## config.mk

```make
export PLATFORM = sky130hd
export DESIGN_NAME = fsmd_calc_param
export DESIGN_NICKNAME = d
export VERILOG_FILES = /design/src/rtl/fsmd_calc_param.sv
export SDC_FILE = /design/constraint.sdc
export NUM_CORES = 1
export LEC_CHECK = 0
export CAP_MARGIN = 20
export CORE_MARGIN = 2
export CORE_UTILIZATION = 60
export CTS_CLUSTER_DIAMETER = 120
export DETAILED_ROUTE_END_ITERATION = 8
export PLACE_DENSITY = 0.8
export SYNTH_ARGS = -nofsm -noshare
export SYNTH_HDL_FRONTEND = slang
export SYNTH_SLANG_ARGS = --single-unit
```

## constraint.sdc

```tcl
create_clock -name clk -period 3.02 [get_ports clk]
set_input_delay 0.302 -clock clk [delete_from_list [all_inputs] [get_ports clk]]
set_output_delay 0.302 -clock clk [all_outputs]
set_load 0.005 [all_outputs]
```

## src/rtl/fsmd_calc_param.sv

```systemverilog
// -----------------------------------------------------------------------------
// fsmd_calc_param
//   Keypad-driven calculator FSMD. Collects operand A, an opcode and operand B
//   from single-cycle key strobes and executes add, sub or an iterative
//   shift-add multiply. Reports carry/borrow/truncation on ovf, shows busy
//   while executing and, with CHAIN=1, lets the next opcode continue from the
//   previous result.
//
// Parameters
//   DATA_W : key/operand width (>= 2)
//   RES_W  : accumulator/result width (>= DATA_W+1)
//   CHAIN  : 1 = key in DONE is an opcode on the previous result,
//            0 = key in DONE starts a new calculation as operand A
//
// Ports
//   clk       : system clock, rising edge
//   rst       : asynchronous active-high reset
//   valid_key : one-cycle key strobe
//   key       : operand value, or opcode in key[1:0]
//   result    : registered result, valid while done=1
//   done      : high while a completed result is held
//   busy      : high while executing; keys are ignored
//   ovf       : carry/borrow/truncation flag for the current result
// -----------------------------------------------------------------------------
module fsmd_calc_param #(
  parameter int DATA_W = 4,
  parameter int RES_W  = 2 * DATA_W,
  parameter int CHAIN  = 1
) (
  input  logic              clk,
  input  logic              rst,
  input  logic              valid_key,
  input  logic [DATA_W-1:0] key,
  output logic [RES_W-1:0]  result,
  output logic              done,
  output logic              busy,
  output logic              ovf
);

  localparam int PROD_W = RES_W + DATA_W;
  localparam int CNT_W  = $clog2(DATA_W + 1);
  localparam logic [CNT_W-1:0] CNT_LAST = CNT_W'(DATA_W - 1);

  localparam logic [1:0] OP_ADD = 2'd0;
  localparam logic [1:0] OP_SUB = 2'd1;
  localparam logic [1:0] OP_MUL = 2'd2;
  localparam logic [1:0] OP_CLR = 2'd3;

  typedef enum logic [2:0] {
    S_IDLE,
    S_WAIT_OP,
    S_WAIT_B,
    S_EXEC,
    S_DONE
  } state_t;

  state_t              state_q, state_d;
  logic [RES_W-1:0]    acc_q, acc_d;
  logic [DATA_W-1:0]   b_q, b_d;
  logic [1:0]          op_q, op_d;
  logic [CNT_W-1:0]    cnt_q, cnt_d;
  logic [PROD_W-1:0]   prod_q, prod_d;
  logic [PROD_W-1:0]   mcand_q, mcand_d;
  logic [RES_W-1:0]    result_q, result_d;
  logic                done_q, done_d;
  logic                busy_q, busy_d;
  logic                ovf_q, ovf_d;

  logic [RES_W:0]      sum_w;
  logic [RES_W:0]      diff_w;
  logic [PROD_W-1:0]   prod_nx;

  function automatic logic [RES_W-1:0] zext_key(input logic [DATA_W-1:0] k);
    zext_key = {{(RES_W - DATA_W){1'b0}}, k};
  endfunction

  // {carry, sum}
  function automatic logic [RES_W:0] add_carry(input logic [RES_W-1:0] a,
                                               input logic [RES_W-1:0] b);
    add_carry = {1'b0, a} + {1'b0, b};
  endfunction

  // {borrow, difference}: the extra top bit is set exactly when a < b
  function automatic logic [RES_W:0] sub_borrow(input logic [RES_W-1:0] a,
                                                input logic [RES_W-1:0] b);
    sub_borrow = {1'b0, a} - {1'b0, b};
  endfunction

  // Anything above RES_W in the full product is lost to truncation
  function automatic logic mul_trunc(input logic [PROD_W-1:0] p);
    mul_trunc = |p[PROD_W-1:RES_W];
  endfunction

  assign sum_w   = add_carry(acc_q, zext_key(b_q));
  assign diff_w  = sub_borrow(acc_q, zext_key(b_q));
  // b_q is shifted right each multiply step, so bit 0 is always the current B bit
  assign prod_nx = prod_q + (b_q[0] ? mcand_q : '0);

  always_comb begin
    state_d  = state_q;
    acc_d    = acc_q;
    b_d      = b_q;
    op_d     = op_q;
    cnt_d    = cnt_q;
    prod_d   = prod_q;
    mcand_d  = mcand_q;
    result_d = result_q;
    done_d   = done_q;
    busy_d   = busy_q;
    ovf_d    = ovf_q;

    unique case (state_q)
      S_IDLE: begin
        if (valid_key) begin
          acc_d   = zext_key(key);
          state_d = S_WAIT_OP;
        end
      end

      S_WAIT_OP: begin
        if (valid_key) begin
          if (key[1:0] == OP_CLR) begin
            result_d = '0;
            ovf_d    = 1'b0;
            state_d  = S_IDLE;
          end else begin
            op_d    = key[1:0];
            state_d = S_WAIT_B;
          end
        end
      end

      S_WAIT_B: begin
        if (valid_key) begin
          b_d     = key;
          busy_d  = 1'b1;
          ovf_d   = 1'b0;
          cnt_d   = '0;
          prod_d  = '0;
          mcand_d = {{DATA_W{1'b0}}, acc_q};
          state_d = S_EXEC;
        end
      end

      S_EXEC: begin
        unique case (op_q)
          OP_ADD: begin
            result_d = sum_w[RES_W-1:0];
            ovf_d    = sum_w[RES_W];
            busy_d   = 1'b0;
            done_d   = 1'b1;
            state_d  = S_DONE;
          end
          OP_SUB: begin
            result_d = diff_w[RES_W-1:0];
            ovf_d    = diff_w[RES_W];
            busy_d   = 1'b0;
            done_d   = 1'b1;
            state_d  = S_DONE;
          end
          OP_MUL: begin
            prod_d  = prod_nx;
            mcand_d = mcand_q << 1;
            b_d     = b_q >> 1;
            cnt_d   = cnt_q + CNT_W'(1);
            if (cnt_q == CNT_LAST) begin
              result_d = prod_nx[RES_W-1:0];
              ovf_d    = mul_trunc(prod_nx);
              busy_d   = 1'b0;
              done_d   = 1'b1;
              state_d  = S_DONE;
            end
          end
          default: begin
            // clear is filtered before EXEC; recover to a clean idle state
            result_d = '0;
            ovf_d    = 1'b0;
            busy_d   = 1'b0;
            state_d  = S_IDLE;
          end
        endcase
      end

      S_DONE: begin
        if (valid_key) begin
          done_d = 1'b0;
          if (CHAIN != 0) begin
            if (key[1:0] == OP_CLR) begin
              result_d = '0;
              ovf_d    = 1'b0;
              state_d  = S_IDLE;
            end else begin
              acc_d   = result_q;
              op_d    = key[1:0];
              state_d = S_WAIT_B;
            end
          end else begin
            acc_d   = zext_key(key);
            state_d = S_WAIT_OP;
          end
        end
      end

      default: state_d = S_IDLE;
    endcase
  end

  always_ff @(posedge clk or posedge rst) begin
    if (rst) begin
      state_q  <= S_IDLE;
      acc_q    <= '0;
      b_q      <= '0;
      op_q     <= '0;
      cnt_q    <= '0;
      prod_q   <= '0;
      mcand_q  <= '0;
      result_q <= '0;
      done_q   <= 1'b0;
      busy_q   <= 1'b0;
      ovf_q    <= 1'b0;
    end else begin
      state_q  <= state_d;
      acc_q    <= acc_d;
      b_q      <= b_d;
      op_q     <= op_d;
      cnt_q    <= cnt_d;
      prod_q   <= prod_d;
      mcand_q  <= mcand_d;
      result_q <= result_d;
      done_q   <= done_d;
      busy_q   <= busy_d;
      ovf_q    <= ovf_d;
    end
  end

  assign result = result_q;
  assign done   = done_q;
  assign busy   = busy_q;
  assign ovf    = ovf_q;

endmodule
```

After elaboration in Yosys (flattened, before gate mapping)
Cells that the tools add are included.
- word-level logic and storage cells: 93
- output and inout bits: 11
- register bits after elaboration: 55
- bitwise gates (word level): 1
- add/subtract/negate cells: 4
- mux-type cells: 42
- reductions and logical operators: 18
- equality and inequality tests: 17
- operators by type and width (operator ; number):
    $mux 12 ; 5
    $mux 8 ; 6
    $pmux 12 s2 ; 2
    $pmux 8 s2 ; 2
    $pmux 8 s3 ; 1
    $mux 3 ; 6
    $reduce_and 4->1 ; 4
    $add 12x12->12 ; 1
    $pmux 3 s2 ; 2
    $pmux 3 s4 ; 1
    $ne 2x2->1 const B ; 5
    $add 8x4->9 ; 1
    $eq 3x2->1 const B ; 3
    $reduce_and 3->1 ; 3
    $sub 8x4->9 ; 1
    $mux 1 ; 8
    $mux 4 ; 2
    $pmux 4 s2 ; 1
    $reduce_bool 2->1 ; 4
    $ne 3x3->1 const B ; 2
    $pmux 1 s2 ; 3
    $pmux 1 s3 ; 2
    $reduce_and 5->1 ; 1
    $eq 2x2->1 const B ; 2
    12 further kinds ; 14

Logic depth before layout (Yosys ltp)
Gate-level depths: netlist of the first run.
- word-level depth: 6
- mapped depth: 11
- mapped depth without buffers: 11

Worst setup path after synthesis of the first run
OpenSTA, ideal clock, no wires.
- path kind: register to register
- start point: reg b_q[0]
- end point: reg ovf_q (netlist: ovf)
- setup slack: 0.473 ns
- clock period less this slack: 2.547 ns
- cell stages (with the launch flop): 12
- arrival time: 2.407 ns
- cells stage by stage: dfrtp_1 clkbuf_1 and2_1 ha_1 fa_1 a211oi_2 nor2_1 a221o_1 a21oi_2 xnor2_1 o31ai_2 o2111ai_1
- longest elaborated chain between the ends: 6
- RTL lines (what ; RTL line ; RTL):
    start, declared ; 59 ; logic [DATA_W-1:0] b_q, b_d;
    start signal, assigned ; 212 ; b_q <= '0;
    start signal, assigned ; 224 ; b_q <= b_d;
    $mux 12 ; 97 ; assign prod_nx = prod_q + (b_q[0] ? mcand_q : '0);
    $add 12x12->12 ; 97 ;
    $reduce_or 4->1 ; 91 ; mul_trunc = |p[PROD_W-1:RES_W];
    $mux 1 ; 166 ; if (cnt_q == CNT_LAST) begin
    $pmux 1 s3 * ; 146 ; unique case (op_q)
    $pmux 1 s3 * ; 112 ; unique case (state_q)
    end signal, assigned ; 232 ; ovf_q <= ovf_d;
    end, declared ; 67 ; logic ovf_q, ovf_d;
Every way passes the cells marked *; elsewhere a longest branch is shown, timed or not. The select of a mux whose other input is x is not followed.
A chain may end at the register's enable or synchronous reset.

Final worst setup path of the first run
Same ends and word-level chain as after synthesis.

==> flow_metrics.env, run 1 <==
export IMPL_die_w_um=80.2
export IMPL_grt_pass1_vias=2933
export IMPL_finalClockSkew_ns=0.00578
export IMPL_firstDrtPassIters=4
export IMPL_rows=27
export IMPL_io_pins=18
export IMPL_synth_fp_nets=429
export IMPL_die_h_um=80.2
export IMPL_nets=439
export IMPL_synth_edf_count=0
export IMPL_dr_wl_met2_mm=3.98
export IMPL_drc=0
export IMPL_detail_route_vias_per_cell=5.95
export IMPL_synth_warnings=0
export IMPL_reg2reg_slack_ns=0.29
export IMPL_worstMarginPinSlew_ns=0.895
export IMPL_ys_flop_type="dfrtp_1"
export IMPL_synth_top_cell_by_area="dfrtp_1"
export IMPL_period_share_pct=90.5
export IMPL_leakage_uw=0.00171
export IMPL_cp_required_ns=3.20
export IMPL_rr_startpoint="b_q[0]$_DFFE_PP0P_"
export IMPL_postRouteAntennaNets=0
export IMPL_clk_latency_ns=0.31
export IMPL_drv_cap=0
export IMPL_syn2layout_area_growth_pct=8.23
export IMPL_powerDensity_mw_per_mm2=1040
export IMPL_critical_path_max_fanout=15
export IMPL_slew_viol_final=0
export IMPL_max_freq_mhz=366
export IMPL_dr_first_iter_drc_count=173
export IMPL_insertedDiodeCount=0
export IMPL_ys_async_sr_fraction_pct=100
export IMPL_post_cts_setup_buffers=0
export IMPL_seq_area_mm2=0.00138
export IMPL_cts_buffers=5
export IMPL_overflow=0
export IMPL_layout_drive_gt1_share_pct=6.63
export IMPL_r2r_end="ovf$_DFFE_PP0P_"
export IMPL_finalHoldViolCount=0
export IMPL_peakVddDrop_mv=0.480
export IMPL_m1WireLength_mm=3.73
export IMPL_slew_headroom_pct=40.1
export IMPL_outcome="completed"
export IMPL_rsz0062_at_grt="false"
export IMPL_grt_pass1_wl_mm=13.9
export IMPL_synth_common_cells="nand2_1 (70), dfrtp_1 (55), o21ai_0 (31)"
export IMPL_cts_sinks=55
export IMPL_vias=2851
export IMPL_top_layer="met4"
export IMPL_design_core_area_mm2=0.00554
export IMPL_crit_type="reg -> reg"
export IMPL_fill_cells=486
export IMPL_hp_class="in -> async"
export IMPL_clock_path_buffers=2
export IMPL_synth_avg_cell_area_um2=8.75
export IMPL_wl_mm=8.10
export IMPL_port_buffers=17
export IMPL_htreeDepth=2
export IMPL_ys_types=55
export IMPL_cp_start_kind="flop"
export IMPL_dr_wl_met3_um=268
export IMPL_hpwl_mm=5.85
export IMPL_gp_congestion=0.870
export IMPL_setup_viol=0
export IMPL_wl_per_cell_um=16.9
export IMPL_worstPathArrival_ns=2.91
export IMPL_worst_setup_path_end_kind="flop"
export IMPL_postCtsHoldBufs=0
export IMPL_globalRouteTotalUtil_pct=27.9
export IMPL_timing_hold_ws_ns=0.430
export IMPL_grt_max_degree=36
export IMPL_synthTopCellsByArea="dfrtp_1 (40%), ha_1 (7.5%), nand2_1 (7.5%)"
export IMPL_tns_ns=0
export IMPL_synth_seq_cells=55
export IMPL_multi_input_area_mm2=0.00194
export IMPL_root_buffer="clkbuf_8"
export IMPL_reg2reg_depth=10
export IMPL_cts_resized=0
export IMPL_syn_inst=398
export IMPL_synth_most_common_cell="nand2_1"
export IMPL_start_util_pct=62.9
export IMPL_seq_area_frac_synth_pct=39.5
export IMPL_antenna_found_initial=0
export IMPL_synth_top_cell_area_share_pct=39.5
export IMPL_dieArea_mm2=0.00643
export IMPL_period_needed_ns=2.73
export IMPL_synth_area_mm2=0.00348
export IMPL_tritoncts="done"
export IMPL_path_clk_slew_ns=0.10
-- area by class of cell --
type	instances	area share [%]
sequential	55	36.5
timing repair buffer	24	5.91
tap	72	2.39
inverter	18	1.79
clock buffer	6	1.93
multi-input combinational	304	51.5
-- logic make-up (layout without fill, tap and decap cells) --
group,count (synthesis),in the layout,share of synthesized area (%)
AND/OR/NAND/NOR,155,155,21.2
AO/OA/AOI/OAI,99,99,18.5
flip-flops,55,55,39.5
buffers and inverters,39,48,4.78
adder cells (fa/ha/maj),24,24,9.27
XOR/XNOR,19,19,4.78
multiplexers,7,7,2.01
-- sequential cells by signal (all words and copies together) (netlist names) --
signal	flops
ovf	1
acc_q	8
busy	1
result	8
prod_q	12
b_q	4
done	1
cnt_q	3
state_q	3
mcand_q	12
op_q	2
-- critical path: stages, from the launching register on --
cell       delay (ns)
dfrtp_1          0.52
and2_1           0.21
ha_1             0.21
fa_1             0.44
a211oi_2         0.22
nor2_1           0.11
a221o_1          0.32
a21oi_2          0.16
xnor2_1          0.10
o31ai_2          0.18
o2111ai_1        0.13
-- layer usage --
metal  GRT usage [%]  up-vias
met5               0        -
met1            37.7     1392
met3            4.16       12
met2            47.5       50
met4            6.10        0
li1                -     1397
-- where the power goes --
part	switching [uW]	internal (uW)	leakage [uW]	total [uW]
logic	1240	959	0.000963	2200
clock network	238	156	0.0000371	394
registers	296	1030	0.000706	1320
total	1780	2140	0.00171	3920
-- metrics by stage --
stage	worst slack (ns)	std cells	utilization [%]	total power (uW)	cell area (um2)
4_1_cts	0.287	479	68.0	3910	3770
2_1_floorplan	0.473	398	-	2920	3480
6_report	0.287	479	68.0	3920	3770
3_3_place_gp	0.404	473	66.7	3430	3700
5_1_grt	0.124	479	68.0	4250	3770
3_5_place_dp	0.320	473	66.7	3510	3700
-- placed cells by master (no fill, tap or decap), drive strengths merged, types with 4 or more instances in the layout --
| master | count |
|---|---|
| dfrtp | 55 |
| clkdlybuf4s50 | 17 |
| nand3 | 26 |
| a22o | 4 |
| buf | 7 |
| o21bai | 5 |
| a21oi | 18 |
| a31oi | 10 |
| o22ai | 7 |
| ha | 21 |
| and2 | 13 |
| xnor2 | 12 |
| mux2i | 7 |
| xor2 | 7 |
| o21ai | 32 |
| clkbuf | 6 |
| inv | 18 |
| nor2 | 21 |
| nand2 | 71 |
| nand2b | 9 |
| a21o | 4 |
-- worst max-delay path by stage --
stage                             from         endpoint  slack, ns
floorplan           b_q[0]$_DFFE_PP0P_  ovf$_DFFE_PP0P_       0.47
global placement    b_q[0]$_DFFE_PP0P_  ovf$_DFFE_PP0P_       0.40
detailed placement  b_q[0]$_DFFE_PP0P_  ovf$_DFFE_PP0P_       0.32
CTS                 b_q[0]$_DFFE_PP0P_  ovf$_DFFE_PP0P_       0.29
global route        b_q[0]$_DFFE_PP0P_  ovf$_DFFE_PP0P_       0.12
finish              b_q[0]$_DFFE_PP0P_  ovf$_DFFE_PP0P_       0.29
No activity file was read; power rests on OpenSTA's default activity.
==> run 2, diff against run 1 <==
--- a/config.mk
+++ b/config.mk
@@ -11,6 +11,8 @@
 export CTS_CLUSTER_DIAMETER = 120
 export DETAILED_ROUTE_END_ITERATION = 8
 export PLACE_DENSITY = 0.8
+export SKIP_LAST_GASP = 1
+export SLEW_MARGIN = 15
 export SYNTH_ARGS = -nofsm -noshare
 export SYNTH_HDL_FRONTEND = slang
 export SYNTH_SLANG_ARGS = --single-unit
==> results of run 2 <==
The final DEF is identical to that of run 1; final timing and power are the same.
==> run 3, diff against run 2 <==
--- a/config.mk
+++ b/config.mk
@@ -6,11 +6,13 @@
 export NUM_CORES = 1
 export LEC_CHECK = 0
 export CAP_MARGIN = 20
+export CELL_PAD_IN_SITES_DETAIL_PLACEMENT = 0
+export CELL_PAD_IN_SITES_GLOBAL_PLACEMENT = 1
 export CORE_MARGIN = 2
-export CORE_UTILIZATION = 60
+export CORE_UTILIZATION = 46
 export CTS_CLUSTER_DIAMETER = 120
 export DETAILED_ROUTE_END_ITERATION = 8
-export PLACE_DENSITY = 0.8
+export PLACE_DENSITY_LB_ADDON = 0.1
 export SKIP_LAST_GASP = 1
 export SLEW_MARGIN = 15
 export SYNTH_ARGS = -nofsm -noshare
==> run 3 against run 2 <==
  * Clock-buffer cell count stayed put
  * Total power is 3.6% higher
  * Clock skew is 0.0047 ns higher
  * Utilization fell by 15 points
  * Largest cell class unchanged
==> flow_metrics.env, run 3 (synthesis gave the netlist of run 1 again) <==
export IMPL_antenna_found_initial=0
export IMPL_tns_ns=0
export IMPL_dr_first_iter_drc_count=108
export IMPL_reg2reg_slack_ns=0.43
export IMPL_crit_chain="buf_4 -> and2_1 -> fa_1 -> a211oi_2 -> nor2_1 -> a221o_1 -> a21oi_2 -> xnor2_1 -> o31ai_2 -> o2111ai_1"
export IMPL_die_h_um=91.0
export IMPL_syn2layout_area_growth_pct=11.1
export IMPL_total_power_uw=4060
export IMPL_insertedDiodeCount=0
export IMPL_top_usage_layer="met2"
export IMPL_clk_latency_ns=0.32
export IMPL_gp_congestion=0.822
export IMPL_dieArea_mm2=0.00828
export IMPL_nets=442
export IMPL_design_core_area_mm2=0.00729
export IMPL_tritoncts="done"
export IMPL_r2r_end="ovf$_DFFE_PP0P_"
export IMPL_utilization_pct=53.1
export IMPL_critPathSlowestCell="fa_1"
export IMPL_slowest_delay_ns=0.47
export IMPL_finalHoldViolCount=0
export IMPL_root_buffer="clkbuf_8"
export IMPL_p_sw_share_pct=44.3
export IMPL_hp_class="in -> async"
export IMPL_cp_start_kind="flop"
export IMPL_port_buffers=17
export IMPL_multi_input_area_mm2=0.00194
export IMPL_postRouteAntennaNets=0
export IMPL_postCtsHoldBufs=0
export IMPL_final_cell_mix="nand2_1 (70), dfrtp_1 (55), o21ai_0 (31), nand3_1 (26)"
export IMPL_post_cts_setup_buffers=0
export IMPL_critical_path_buf_inv_count=1
export IMPL_cp_required_ns=3.20
export IMPL_fill_cells=702
export IMPL_clkPwrFrac_pct=12.9
export IMPL_worstPathArrival_ns=2.77
export IMPL_cts_sinks=55
export IMPL_dpl_worst_slack_ns=0.451
export IMPL_die_w_um=91.0
export IMPL_period_share_pct=85.7
export IMPL_worst_setup_path_end_kind="flop"
export IMPL_critical_path_max_fanout=11
export IMPL_reg2reg_depth=10
export IMPL_met2_usage_pct=33.7
export IMPL_slew_headroom_pct=54.7
export IMPL_finalClockSkew_ns=0.0104
export IMPL_wl_mm=8.23
export IMPL_path_clk_slew_ns=0.11
export IMPL_overflow=0
export IMPL_postLayoutCellArea_mm2=0.00387
export IMPL_seq_area_mm2=0.00138
export IMPL_grt_pass1_vias=2735
export IMPL_start_util_pct=47.8
export IMPL_layout_drive_gt1_share_pct=8.01
export IMPL_wl_per_cell_um=16.1
export IMPL_clock_path_buffers=2
export IMPL_cts_buffers=5
export IMPL_placed_cell_area_mm2=0.00375
export IMPL_leakage_uw=0.00175
export IMPL_drc=0
export IMPL_firstDrtPassIters=4
export IMPL_power_frac_comb_pct=54.0
export IMPL_crit_type="reg -> reg"
export IMPL_htreeDepth=2
export IMPL_met3_usage_pct=3.40
export IMPL_max_freq_mhz=386
export IMPL_final_common_cell="nand2_1"
export IMPL_cts_resized=0
export IMPL_grt_pass1_wl_mm=14.1
export IMPL_hpwl_mm=6.04
export IMPL_setup_viol=0
export IMPL_detail_route_vias_per_cell=5.40
export IMPL_rr_startpoint="b_q[0]$_DFFE_PP0P_"
export IMPL_rows=31
export IMPL_slew_viol_final=0
export IMPL_gr_usage_met1_pct=30.7
export IMPL_intPower_uw=2260
export IMPL_setup_ws_ns=0.432
export IMPL_io_pins=18
export IMPL_top_regs="mcand_q x12, prod_q x12"
export IMPL_vias=2761
export IMPL_rsz0062_at_grt="false"
export IMPL_powerDensity_mw_per_mm2=1050
export IMPL_worstMarginPinSlew_ns=0.677
export IMPL_outcome="completed"
export IMPL_cpLargestDelayFamily="compound AO/OA/AOI/OAI gates"
export IMPL_power_switching_uw=1800
export IMPL_seqPwrFrac_pct=33.0
export IMPL_grt_max_degree=30
export IMPL_peakVddDrop_mv=0.383
export IMPL_period_needed_ns=2.59
export IMPL_drv_cap=0
export IMPL_globalRouteTotalUtil_pct=21.4
-- run 3: cell types whose count changed in the layout (fill, tap and decap cells not counted), sizes merged --
cell    previous run  this run
clkinv             0         1
buf                7        10
bufinv             0         1
-- run 3: worst reg2reg max path: stages (launching register included) --
cell and delay, ns:
dfrtp_1 0.44, buf_4 0.19, and2_1 0.17, fa_1 0.47
a211oi_2 0.20, nor2_1 0.09, a221o_1 0.32, a21oi_2 0.15
xnor2_1 0.10, o31ai_2 0.18, o2111ai_1 0.14
-- run 3: power groups by stage --
stage	Combinational (uW)	Sequential [uW]	Clock, uW
2_1_floorplan	1690	1230	0
3_3_place_gp	2160	1350	0
3_5_place_dp	2180	1360	0
4_1_cts	2200	1340	535
5_1_grt	2480	1390	561
6_report	2190	1340	525
-- run 3: worst max-delay path by stage --
stage	from	to	slack (ns)	depth (start not counted)
finish	b_q[0]$_DFFE_PP0P_	ovf$_DFFE_PP0P_	0.43	10
global route	b_q[0]$_DFFE_PP0P_	ovf$_DFFE_PP0P_	0.26	10
CTS	b_q[0]$_DFFE_PP0P_	ovf$_DFFE_PP0P_	0.43	10
detailed placement	b_q[0]$_DFFE_PP0P_	ovf$_DFFE_PP0P_	0.45	10
global placement	b_q[0]$_DFFE_PP0P_	ovf$_DFFE_PP0P_	0.50	10
floorplan	b_q[0]$_DFFE_PP0P_	ovf$_DFFE_PP0P_	0.47	11
-- run 3: final cells by class --
type | instances | area share [%]
multi-input combinational | 304 | 50.1
sequential | 55 | 35.6
timing repair buffer | 27 | 6.34
tap | 99 | 3.20
clock buffer | 6 | 2.13
inverter | 18 | 1.75
clock inverter | 2 | 0.905
-- run 3: per-layer routing --
layer,vias up,part of all wire (%)
li1,1411,-
met1,1307,51
met2,35,45
met3,8,2.2
met4,0,1.2
met5,-,0
-- run 3: stage by stage --
stage | instances | hold slack (ns)
3_5_place_dp | 503 | 0.466
4_1_cts | 511 | 0.289
2_1_floorplan | 398 | 0.450
5_1_grt | 511 | 0.307
6_report | 511 | 0.273
3_3_place_gp | 503 | 0.466
